`config.mk`:
```
export PLATFORM = sky130hd
export DESIGN_NAME = fetch_unit
export DESIGN_NICKNAME = d
export VERILOG_FILES = /design/src/rtl/fetch_unit_pkg.sv /design/src/rtl/fetch_queue.sv /design/src/rtl/fetch_unit.sv
export SDC_FILE = /design/constraint.sdc
export NUM_CORES = 1
export LEC_CHECK = 0
export CAP_MARGIN = 20
export CORE_MARGIN = 2
export CORE_UTILIZATION = 54
export CTS_BUF_LIST = sky130_fd_sc_hd__clkbuf_4 sky130_fd_sc_hd__clkbuf_8 sky130_fd_sc_hd__clkbuf_16
export CTS_CLUSTER_DIAMETER = 100
export CTS_CLUSTER_SIZE = 20
export DETAILED_ROUTE_END_ITERATION = 7
export PLACE_DENSITY = 0.83
export SYNTH_ARGS = -nofsm -noshare
export SYNTH_HDL_FRONTEND = slang
export SYNTH_SLANG_ARGS = --single-unit
```
`constraint.sdc`:
```
create_clock -name clk -period 6.8 [get_ports clk]
set_input_delay 0.68 -clock clk [delete_from_list [all_inputs] [get_ports clk]]
set_output_delay 0.68 -clock clk [all_outputs]
set_load 0.05 [all_outputs]
```
`src/rtl/fetch_unit_pkg.sv`:
```
// Shared constants, queue payload type and PC helper for the instruction fetch stage.
package fetch_unit_pkg;

  localparam int unsigned XLEN = 32;

  localparam logic [XLEN-1:0] NOP_INST    = 32'h0000_0013;
  localparam logic [XLEN-1:0] IALIGN_MASK = 32'hFFFF_FFFC;

  typedef struct packed {
    logic [XLEN-1:0] inst;
    logic [XLEN-1:0] pc;
  } fetch_entry_t;

  // Sequential fetch advance; wraps at the top of the address space.
  function automatic logic [XLEN-1:0] next_pc(input logic [XLEN-1:0] pc);
    return pc + XLEN'(4);
  endfunction

endpackage

```
`src/rtl/fetch_queue.sv`:
```
// Synchronous FIFO with flush, used for both the instruction queue and the
// issued-address tag queue of the fetch stage. Head is read combinationally.
module fetch_queue #(
  parameter int unsigned WIDTH = 64,
  parameter int unsigned DEPTH = 2
) (
  input  logic                   clk,
  input  logic                   rst,
  input  logic                   push,
  input  logic                   pop,
  input  logic                   flush,
  input  logic [WIDTH-1:0]       din,
  output logic [WIDTH-1:0]       dout,
  output logic                   full,
  output logic                   empty,
  output logic [$clog2(DEPTH):0] count
);

  localparam int unsigned AW = $clog2(DEPTH);

  logic [WIDTH-1:0] mem [DEPTH];
  logic [AW-1:0]    rd_ptr;
  logic [AW-1:0]    wr_ptr;
  logic             do_push;
  logic             do_pop;

  assign empty   = (count == '0);
  assign full    = (count == (AW+1)'(DEPTH));
  assign do_pop  = pop && !empty;
  // A pop frees the slot being written, so push into a full queue is fine alongside it.
  assign do_push = push && (!full || do_pop);
  assign dout    = mem[rd_ptr];

  always_ff @(posedge clk) begin
    if (do_push) mem[wr_ptr] <= din;
  end

  always_ff @(posedge clk) begin
    if (rst || flush) begin
      rd_ptr <= '0;
      wr_ptr <= '0;
      count  <= '0;
    end else begin
      if (do_push) wr_ptr <= wr_ptr + AW'(1);
      if (do_pop)  rd_ptr <= rd_ptr + AW'(1);
      count <= count + (AW+1)'(do_push) - (AW+1)'(do_pop);
    end
  end

  always_ff @(posedge clk) begin
    if (!rst && !flush) begin
      assert (!(push && full && !do_pop)) else $error("fetch_queue: push into full queue");
    end
  end

endmodule

```
`src/rtl/fetch_unit.sv`:
```
// Instruction fetch stage: PC, credit-limited imem requests, instruction queue
// and redirect flush. Optional performance counters under FETCH_PERF_EN.
module fetch_unit
  import fetch_unit_pkg::*;
#(
  parameter logic [31:0] RESET_PC = 32'h0000_0000,
  parameter int unsigned DEPTH    = 2
) (
  input  logic        clk,
  input  logic        rst,
  output logic        imem_req_valid,
  input  logic        imem_req_ready,
  output logic [31:0] imem_req_addr,
  input  logic        imem_rsp_valid,
  input  logic [31:0] imem_rsp_data,
  input  logic        redirect_valid,
  input  logic [31:0] redirect_pc,
  output logic        inst_valid,
  input  logic        inst_ready,
  output logic [31:0] inst,
  output logic [31:0] inst_pc
`ifdef FETCH_PERF_EN
  ,
  output logic [31:0] perf_fetched,
  output logic [31:0] perf_stall,
  output logic [31:0] perf_flush
`endif
);

  localparam int unsigned CW = $clog2(DEPTH) + 1;

  logic [31:0]   pc;
  logic [31:0]   pc_hold;
  logic [31:0]   tag_head;
  logic [CW-1:0] outstanding;
  logic [CW-1:0] outstanding_nxt;
  logic [CW-1:0] drop;
  logic [CW-1:0] q_count;
  logic [CW-1:0] t_count;
  logic          q_full;
  logic          q_empty;
  logic          t_full;
  logic          t_empty;
  logic          q_push;
  logic          q_pop;
  logic          req_fire;
  logic          credit_ok;
  logic [CW:0]   inflight;
  fetch_entry_t  q_din;
  fetch_entry_t  q_head;
  logic          unused_flags;

  // Credits: in-flight requests plus queued words, with this cycle's pop returned early.
  assign q_pop     = !q_empty && inst_ready;
  assign inflight  = (CW+1)'(outstanding) + (CW+1)'(q_count) - (CW+1)'(q_pop);
  assign credit_ok = inflight < (CW+1)'(DEPTH);

  assign imem_req_valid  = !rst && !redirect_valid && credit_ok;
  assign imem_req_addr   = pc;
  assign req_fire        = imem_req_valid && imem_req_ready;
  assign outstanding_nxt = outstanding + CW'(req_fire) - CW'(imem_rsp_valid);

  assign q_push = imem_rsp_valid && (drop == '0) && !redirect_valid;
  assign q_din  = '{inst: imem_rsp_data, pc: tag_head};

  assign inst_valid = !q_empty;
  assign inst       = q_empty ? NOP_INST : q_head.inst;
  assign inst_pc    = q_empty ? pc_hold  : q_head.pc;

  assign unused_flags = ^{q_full, t_full, t_count};

  fetch_queue #(.WIDTH($bits(fetch_entry_t)), .DEPTH(DEPTH)) u_inst_q (
    .clk   (clk),
    .rst   (rst),
    .push  (q_push),
    .pop   (q_pop),
    .flush (redirect_valid),
    .din   (q_din),
    .dout  (q_head),
    .full  (q_full),
    .empty (q_empty),
    .count (q_count)
  );

  // Tag queue tracks every issued address, including those later dropped.
  fetch_queue #(.WIDTH(32), .DEPTH(DEPTH)) u_tag_q (
    .clk   (clk),
    .rst   (rst),
    .push  (req_fire),
    .pop   (imem_rsp_valid),
    .flush (1'b0),
    .din   (pc),
    .dout  (tag_head),
    .full  (t_full),
    .empty (t_empty),
    .count (t_count)
  );

  always_ff @(posedge clk) begin
    if (rst) begin
      pc          <= RESET_PC;
      outstanding <= '0;
      drop        <= '0;
      pc_hold     <= '0;
    end else begin
      outstanding <= outstanding_nxt;
      if (!q_empty) pc_hold <= q_head.pc;
      if (redirect_valid) begin
        pc   <= redirect_pc & IALIGN_MASK;
        drop <= outstanding_nxt;
      end else begin
        if (req_fire) pc <= next_pc(pc);
        if (imem_rsp_valid && (drop != '0)) drop <= drop - CW'(1);
      end
    end
  end

  always_ff @(posedge clk) begin
    if (!rst) begin
      assert (!(imem_rsp_valid && t_empty)) else $error("fetch_unit: response without request");
    end
  end

`ifdef FETCH_PERF_EN
  always_ff @(posedge clk) begin
    if (rst) begin
      perf_fetched <= '0;
      perf_stall   <= '0;
      perf_flush   <= '0;
    end else begin
      perf_fetched <= perf_fetched + 32'(q_pop);
      perf_stall   <= perf_stall + 32'(inst_valid && !inst_ready);
      perf_flush   <= perf_flush + 32'(redirect_valid);
    end
  end
`endif

endmodule

```
==> results of run 1 <==
-- power groups by stage --
stage / combinational (µW) / sequential, µW / clock, µW
6_report: 718 / 1880 / 990
3_5_place_dp: 715 / 1920 / 0
3_3_place_gp: 695 / 1920 / 0
2_1_floorplan: 444 / 1950 / 0
4_1_cts: 720 / 1890 / 1010
5_1_grt: 767 / 1900 / 1060
-- sequential cells by signal, summed over array words and instances, names as in the netlist, 2 cells and up, named ones only --
name / flops
drop: 2
imem_req_addr: 30
outstanding: 2
pc_hold: 32
u_inst_q.count: 2
u_inst_q.mem: 124
u_tag_q.count: 2
u_tag_q.mem: 60
-- cell usage in the layout (no fill, tap or decap), drive strengths merged, types with 12 or more instances in the layout --
cell type,synthesis,final
o21ai,34,34
nor3,13,13
dfxtp,76,76
clkdlybuf4s50,0,162
mux2i,63,63
clkbuf,32,28
and2,16,16
buf,14,12
nand3,12,12
xnor2,15,15
nand4,12,12
nor2b,35,35
o211ai,13,13
nor2,56,56
a31oi,14,14
nand2,53,53
edfxtp,184,184
mux2,30,30
inv,19,19
-- final timing paths --
path	from	end	slack, ns	cells after the start
setup / recovery	inst_ready	u_tag_q.mem[0][22]$_DFFE_PP_	2.34	12
hold / removal	u_tag_q.rd_ptr$_SDFFE_PP0P_	u_tag_q.rd_ptr$_SDFFE_PP0P_	0.54	2
setup reg to reg	u_inst_q.count[1]$_SDFF_PP0_	u_tag_q.mem[0][22]$_DFFE_PP_	2.42	13
hold reg to reg	u_tag_q.rd_ptr$_SDFFE_PP0P_	u_tag_q.rd_ptr$_SDFFE_PP0P_	0.54	2
-- per-stage QoR --
step,total power [µW],cells,instance area [µm²],setup slack (ns),hold slack (ns)
after global routing,3730,1211,13000,2.13,0.569
after floorplan,2390,790,10600,1.36,0.481
after global placement,2610,1182,12400,2.05,0.493
after detailed placement,2640,1182,12400,1.87,0.507
after CTS,3620,1210,12900,2.36,0.528
final,3590,1211,13000,2.34,0.537
-- final cells by class --
class | count | area (µm²) | share of cell area [%]
inverter | 19 | 71.3 | 0.550
multi-input combinational | 465 | 3250 | 25.1
timing repair buffer | 174 | 1740 | 13.4
sequential | 260 | 7050 | 54.4
clock buffer | 28 | 508 | 3.92
tap | 265 | 332 | 2.56
-- cells by family (layout without fill, tap and decap cells) --
kind of cell    after synthesis  after routing  share of synthesized area [%]
xor+xnor                     20             20                           1.66
fa+ha+maj                    10             10                           1.26
buf+inv                      65            221                           2.61
other cells                   1              2                         0.0355
mux                          93             93                           9.18
simple gates                240            240                           12.2
compound gates              100            100                           6.26
flops                       260            260                           66.8
-- critical path, cell delays in order --
cell	delay, ns
clkdlybuf4s50_1	0.49
and2_1	0.18
ha_1	0.25
inv_1	0.08
nand2_1	0.07
fa_1	0.55
nand4bb_1	0.46
nor2_1	0.22
buf_4	0.22
inv_1	0.31
nor3_2	0.82
buf_12	0.26
-- per-layer routing --
layer  GRT usage, %  share of wire, %
met1           27.5                42
met2           35.0                50
met3           2.57               5.1
met4           6.76               2.8
met5              0                 0
==> reports/metrics.cfg, run 1 <==
[timing]
finalSetupTns_ns = 0
slew_headroom_pct = 33.9
setup_viol = 0
tightest_slew_ns = 0.990
hold_violations = 0
rsz0062_at_grt = false
timing.final.crit_share_pct = 65.6
fin_skew_ns = 0.0108
fmax_ghz = 0.224
fin_crit_ns = 4.46
slew_violations = 0

[drt]
wirelength_mm = 22.2
num_vias = 6688
routed_via_density = 5.52
drc = 0
dr.pass1.iters = 5
drtIter0Drc = 504
wl_per_cell_um = 18.3
drtAntennaViolNets = 0

[layout]
num-fill-cells = 1331
fin_nets = 1016
fin_util_pct = 67.0
n_antenna_cell = 0
drive_above_1_share_pct = 8.99
area_growth_pct = 22.8

[logic_synthesis]
yosysMostFrequentCell = edfxtp_1
syn_area_um2 = 10600
synth.area.top_cells = edfxtp_1 52%, dfxtp_1 14%, mux2i_1 6.0%
netlist-cell-type-count = 61
avgSynthCellArea_um2 = 13.4
ys.flop_type = edfxtp_1
ys_top_cells_by_count = 184 x edfxtp_1, 76 x dfxtp_1, 63 x mux2i_1
ys_ff_latch = 260
synth_warnings = 0
ys_seq_area_share_pct = 66.8
synth_edf_count = 184
syn_inst = 789
synth_top_area_cell = edfxtp_1
synth_top_area_share_pct = 52.4
async_flop_share_pct = 0

[power_and_ir_drop]
combinationalPowerShare_pct = 20.0
irDropWorstVdd_mv = 0.132
p_sw_share_pct = 27.2
internal-power_uw = 2620
p_leak_uw = 0.00420
pwr-share-clk_pct = 27.6
switchingPower_uw = 976
p_per_area_nw_per_um2 = 277
pwr-share-seq_pct = 52.4

[floorplan]
start_util_pct = 54.6
core_um2 = 19300
dieArea_um2 = 20700
num_rows = 51
ios = 168
die_w_um = 144
fp.dieH_um = 144

[flow_run]
maxCapViolCount = 0

[clock_network]
cts_tree = done
path_clk_slew_ns = 0.08
cts_sinks = 260
htree_levels = 1
post_cts_resized = 0
numCtsBuffers = 16
clk_latency_ns = 0.48
postCtsHoldBufs = 0
post_cts_buffers = 0
clk_path_buf_depth = 3
root_buffer = clkbuf_16

[global_routing]
grt_max_degree = 92
grt_pass1_wl_mm = 33.3
overflow = 0
grt_pass1_vias = 6328
grt_usage_pct = 20.5
antenna_found_initial = 0

[worst_setup_path]
start_kind = input pin
worstPathArrival_ns = 4.64
endpoint_kind = flop
critPathKind = in2reg
required_ns = 6.98
critPathMaxFanout = 22

[placement]
gp_congestion = 0.808
place_hpwl_mm = 14.0
port_buffers = 163

[hold_path]
hp-class = reg2reg

[run_status]
status = completed

Note: power is estimated with default switching activity, not from simulation.
==> run 2, diff against run 1 <==
==> constraint.sdc (replaced) <==
create_clock -name clk -period 4.2 [get_ports clk]
set_input_delay 0.42 -clock clk [delete_from_list [all_inputs] [get_ports clk]]
set_output_delay 0.42 -clock clk [all_outputs]
set_load 0.05 [all_outputs]
==> run 2 against run 1 <==
  * Global-route usage is 0.45 points higher
  * Clock power is 63% higher
  * Register-to-register slack worse by 1.6 ns
  * Count of clock-buffer cells in the layout stayed put
  * Critical path type is now reg2reg
  * Critical endpoint is now drop[1]$_SDFFE_PP0P_
  * Largest power group unchanged
  * Highest routed layer unchanged
==> reports/metrics.cfg, run 2 (synthesis gave the netlist of run 1 again) <==
[clock_network]
cts_sinks = 260
root_buffer = clkbuf_16
postCtsHoldBufs = 0
post_cts_resized = 0
htree_levels = 1
path_clk_slew_ns = 0.08
cts_tree = done
post_cts_buffers = 0
clk_path_buf_depth = 3
clk_latency_ns = 0.48
numCtsBuffers = 16

[global_routing]
grt_max_degree = 92
antenna_found_initial = 0
overflow = 0
grt_pass1_wl_mm = 34.0
grt_pass1_vias = 6514
grt_usage_pct = 21.0

[drt]
drtAntennaViolNets = 0
num_vias = 6821
wl_per_cell_um = 18.4
dr.pass1.iters = 7
wirelength_mm = 22.4
routed_via_density = 5.60
drc = 0
drtIter0Drc = 475

[layout]
layout_commonest_cell = edfxtp_1
fin_nets = 1022
final_cell_area_um2 = 13000
layout_common_cells = 184 x edfxtp_1, 161 x clkdlybuf4s50_1, 75 x dfxtp_1, 63 x mux2i_1, 55 x nor2_1
drive_above_1_share_pct = 9.66
reg_top3 = u_inst_q.mem x124, u_tag_q.mem x60, pc_hold x32
area_growth_pct = 23.2
num-fill-cells = 1364
final-instance-count-excl-fill = 1218
largest_register_ffs = 124
regArea_um2 = 7050
top_register = u_inst_q.mem
fin_util_pct = 67.2
multi_input_area_um2 = 3260

[floorplan]
ios = 168
core_um2 = 19300
die_w_um = 144
start_util_pct = 54.6
fp.dieH_um = 144
num_rows = 51
dieArea_um2 = 20700

[worst_setup_path]
startpoint = u_inst_q.count[1]$_SDFF_PP0_
rrSetupSlack_ns = 0.83
worstPathArrival_ns = 3.76
timing.rr.start = u_inst_q.count[1]$_SDFF_PP0_
start_kind = flop
required_ns = 4.58
critPathKind = reg2reg
critPathMaxFanout = 5
endpoint_kind = flop

[timing]
setup_viol = 0
hold_violations = 0
finalSetupTns_ns = 0
fmax_ghz = 0.297
rsz0062_at_grt = false
timing.final.crit_share_pct = 80.3
fin_crit_ns = 3.37
tightest_slew_ns = 1.02
fin_skew_ns = 0.00907
slew_headroom_pct = 32.1
slew_violations = 0

[hold_path]
hp-start = redirect_pc[9]
hp-class = in2reg

[power_and_ir_drop]
p_per_area_nw_per_um2 = 450
irDropWorstVdd_mv = 0.233
p_leak_uw = 0.00422

[placement]
gp_congestion = 0.835
place_inst = 1189
port_buffers = 163
place_hpwl_mm = 14.5
placed_area_um2 = 12500

[flow_run]
maxCapViolCount = 0

[run_status]
status = completed

-- run 2: changes by cell type in the layout (fill, tap and decap cells not counted), sizes merged --
cell           previous run  this run
buf                      12        19
clkdlybuf4s50           162       161
diode                     0         1
-- run 2: per-layer routing --
layer	vias up	GRT usage [%]	share of wire, %
met1	3316	27.6	42
met3	52	3.43	5.4
li1	3230	-	-
met5	-	0	0
met4	0	7.12	2.8
met2	223	35.5	50
-- run 2: path summary, 6_finish.rpt --
check / endpoint / cells past startpoint
max: drop[1]$_SDFFE_PP0P_ / 17
min: imem_req_addr[9]$_SDFFE_PP0P_ / 3
max reg2reg: drop[1]$_SDFFE_PP0P_ / 17
min reg2reg: flop / 2
-- run 2: power by group --
part,switching (µW),internal (µW)
combinational,707,459
sequential,117,2960
clock,779,832
total,1600,4250
-- run 2: critical path, cell delays in order (launching register included) --
cell	delay (ns)
dfxtp_1	0.40
nor2_4	0.05
inv_1	0.18
and2_1	0.21
ha_1	0.24
inv_1	0.07
nand2_1	0.07
fa_1	0.54
nand4bb_1	0.14
nor2_1	0.18
inv_1	0.09
ha_1	0.27
inv_1	0.04
ha_1	0.18
xnor2_1	0.17
xnor2_1	0.13
nor2_1	0.06
a22o_1	0.26
-- run 2: cell type report --
class                           instances  share of cell area, %
Multi-Input combinational cell        465                   25.1
Sequential cell                       260                   54.2
Inverter                               19                  0.549
Tap cell                              265                   2.55
Clock buffer                           28                   3.91
Timing Repair Buffer                  180                   13.7
Antenna cell                            1                 0.0192
-- run 2: metrics by stage --
step	power [µW]	hold WS [ns]	worst slack, ns
4_1_cts	5880	0.502	0.834
5_1_grt	6080	0.500	0.571
6_report	5850	0.508	0.829
3_5_place_dp	4290	0.508	0.577
2_1_floorplan	3880	0.481	0.121
3_3_place_gp	4250	0.498	0.697
==> run 3, diff against run 2 <==
--- a/config.mk
+++ b/config.mk
@@ -7,12 +7,12 @@
 export LEC_CHECK = 0
 export CAP_MARGIN = 20
 export CORE_MARGIN = 2
-export CORE_UTILIZATION = 54
+export CORE_UTILIZATION = 48
 export CTS_BUF_LIST = sky130_fd_sc_hd__clkbuf_4 sky130_fd_sc_hd__clkbuf_8 sky130_fd_sc_hd__clkbuf_16
 export CTS_CLUSTER_DIAMETER = 100
 export CTS_CLUSTER_SIZE = 20
 export DETAILED_ROUTE_END_ITERATION = 7
-export PLACE_DENSITY = 0.83
+export PLACE_DENSITY = 0.79
 export SYNTH_ARGS = -nofsm -noshare
 export SYNTH_HDL_FRONTEND = slang
 export SYNTH_SLANG_ARGS = --single-unit
==> constraint.sdc (replaced) <==
create_clock -name clk -period 2.82 [get_ports clk]
set_input_delay 0.282 -clock clk [delete_from_list [all_inputs] [get_ports clk]]
set_output_delay 0.282 -clock clk [all_outputs]
set_load 0.05 [all_outputs]
==> run 3 against run 2 <==
  * The flow now finishes with violations (negative setup slack)
  * Non-clock buffer count rose by 45
  * Utilization fell by 4.2 points
  * Global-route usage fell by 1.4 points
  * Sequential power rose by 49%
==> reports/metrics.cfg, run 3 (synthesis gave the netlist of run 1 again) <==
[worst_setup_path]
required_ns = 3.21
path_cells = nor2_4, clkinvlp_4, and2_4, ha_4, inv_2, nand2_2, fa_1, nand4bb_1, nor2_2, inv_2, ha_4, inv_2, ha_4, xnor2_2, xnor2_1, nor2_1, a22o_1
ff2ff_path_depth = 17
startpoint = u_inst_q.count[0]$_SDFF_PP0_
cp.depth = 17
endpoint_kind = flop
r2r_end = drop[1]$_SDFFE_PP0P_
slowest_delay_ns = 0.51
start_kind = flop
cp_top_family = adder cells
worstPathArrival_ns = 3.46
critPathMaxFanout = 2
critPathCapture = drop[1]$_SDFFE_PP0P_
critPathKind = reg2reg
slowest_stage = fa_1
rrSetupSlack_ns = -0.25
timing.rr.start = u_inst_q.count[0]$_SDFF_PP0_
path_buf_inv = 4

[drt]
routed_via_density = 5.44
dr.pass1.iters = 5
wl_per_cell_um = 18.6
drtIter0Drc = 580
wirelength_mm = 23.7
drtAntennaViolNets = 0
num_vias = 6951
drc = 0

[clock_network]
clk_path_buf_depth = 3
postCtsHoldBufs = 0
htree_levels = 1
root_buffer = clkbuf_16
cts_sinks = 260
cts_tree = done
path_clk_slew_ns = 0.08
clk_latency_ns = 0.49
numCtsBuffers = 16

[placement]
port_buffers = 163
place_inst = 1229
gp_congestion = 0.840
place_hpwl_mm = 15.5

[layout]
top_register = u_inst_q.mem
area_growth_pct = 29.6
n_antenna_cell = 0
fin_nets = 1067
regArea_um2 = 7050
reg_top3 = u_inst_q.mem x124, u_tag_q.mem x60, pc_hold x32
multi_input_area_um2 = 3460
final-instance-count-excl-fill = 1277
num-fill-cells = 1573
layout_commonest_cell = edfxtp_1
drive_above_1_share_pct = 20.2
largest_register_ffs = 124
layout_common_cells = 184 x edfxtp_1, 126 x clkdlybuf4s50_1, 78 x buf_4, 73 x dfxtp_1, 63 x mux2i_1

[power_and_ir_drop]
combinationalPowerShare_pct = 22.3
p_per_area_nw_per_um2 = 656
irDropWorstVdd_mv = 0.472
internal-power_uw = 6490
switchingPower_uw = 2480
p_sw_share_pct = 27.6
pwr-share-seq_pct = 51.0
p_leak_uw = 0.00460
pwr-share-clk_pct = 26.8

[timing]
finalSetupTns_ns = -4.19
layout_setup_ws_ns = -0.246
slew_headroom_pct = 41.9
slew_violations = 0
fin_skew_ns = 0.0229
setup_viol = 55
tightest_slew_ns = 0.872
hold_violations = 0
timing.final.crit_share_pct = 109
rsz0062_at_grt = true
fin_crit_ns = 3.07
fmax_ghz = 0.326

[global_routing]
grt_pass1_vias = 6796
antenna_found_initial = 0
overflow = 0
grt_pass1_wl_mm = 36.7
grt_max_degree = 92
grt_usage_pct = 19.6

[floorplan]
dieArea_um2 = 23200
fp.dieH_um = 152
core_um2 = 21700
die_w_um = 152
ios = 168
start_util_pct = 48.7
num_rows = 54

[run_status]
violations = negative setup slack
status = complete, but fails checks

[hold_path]
hold_path_depth = 3
hp-class = in2reg

[flow_run]
maxCapViolCount = 0

run 3: changes by cell type in the layout (fill, tap and decap cells not counted), moves of 4 or more:
cell,previous run,this run
buf_4,16,78
clkdlybuf4s50_1,161,126
buf_12,2,11
buf_6,0,4
inv_1,19,15
nor3_1,12,8
run 3: area by class of cell:
class / instances / share of cell area, %
multi-input cells: 465 / 25.3
flip-flops and latches: 260 / 51.6
clock buffers: 28 / 3.72
repair buffers: 225 / 16.3
well taps: 280 / 2.56
inverters: 19 / 0.549
run 3: metrics by stage:
step           setup slack (ns)  cell area (µm²)  util (%)  power, µW  hold WS, ns
4_1_cts                  -0.227            13400      62.0       8970        0.342
2_1_floorplan             -1.03            10700         -       5810        0.381
3_3_place_gp             -0.532            12800      58.9       6460        0.492
3_5_place_dp             -0.559            12800      58.9       6510        0.500
5_1_grt                  -0.398            13700      63.0       9320        0.366
6_report                 -0.246            13700      63.0       8970        0.361
run 3: power by group through the flow:
| stage | combinational [µW] | clock [µW] | sequential, µW |
|---|---|---|---|
| floorplan | 1110 | 0 | 4700 |
| global placement | 1820 | 0 | 4640 |
| detailed placement | 1860 | 0 | 4650 |
| CTS | 1940 | 2470 | 4570 |
| global route | 2130 | 2600 | 4600 |
| finish | 2000 | 2400 | 4570 |
run 3: per-layer routing:
metal	up-vias	wire, µm	global-route usage (%)	part of all wire [%]
met4	0	591	6.23	2.5
met1	3372	10200	26.3	43
met3	35	1110	2.73	4.7
met5	-	0	0	0
met2	222	11800	33.4	50
li1	3322	-	-	-
run 3: worst min-delay path by stage:
stage,to,slack (ns),start
after floorplan,u_inst_q.mem[0][32]$_DFFE_PP_,0.38,imem_rsp_data[0]
after global placement,flop,0.49,u_tag_q.rd_ptr$_SDFFE_PP0P_
after detailed placement,flop,0.50,u_tag_q.rd_ptr$_SDFFE_PP0P_
after CTS,imem_req_addr[4]$_SDFFE_PP0P_,0.34,redirect_pc[4]
after global routing,u_inst_q.mem[0][61]$_DFFE_PP_,0.37,imem_rsp_data[29]
final,imem_req_addr[4]$_SDFFE_PP0P_,0.36,redirect_pc[4]
run 3: timing repair:
| item | in CTS | in global routing |
|---|---|---|
| buffers inserted | 10 | 9 |
| gates cloned | 1 | 3 |
| endpoints found under the setup margin | 69 | 117 |
| pin swaps | 7 | 15 |
| gates resized for setup | 14 | 29 |
run 3: worst reg2reg max path, delay by kind of cell, from the launching register on:
kind / cells / cell delay (ns)
adder cells (fa/ha/maj): 4 / 1.13
AND/OR/NAND/NOR: 6 / 0.74
flip-flops: 1 / 0.34
AO/OA/AOI/OAI: 1 / 0.27
XOR/XNOR: 2 / 0.26
buffers and inverters: 4 / 0.25
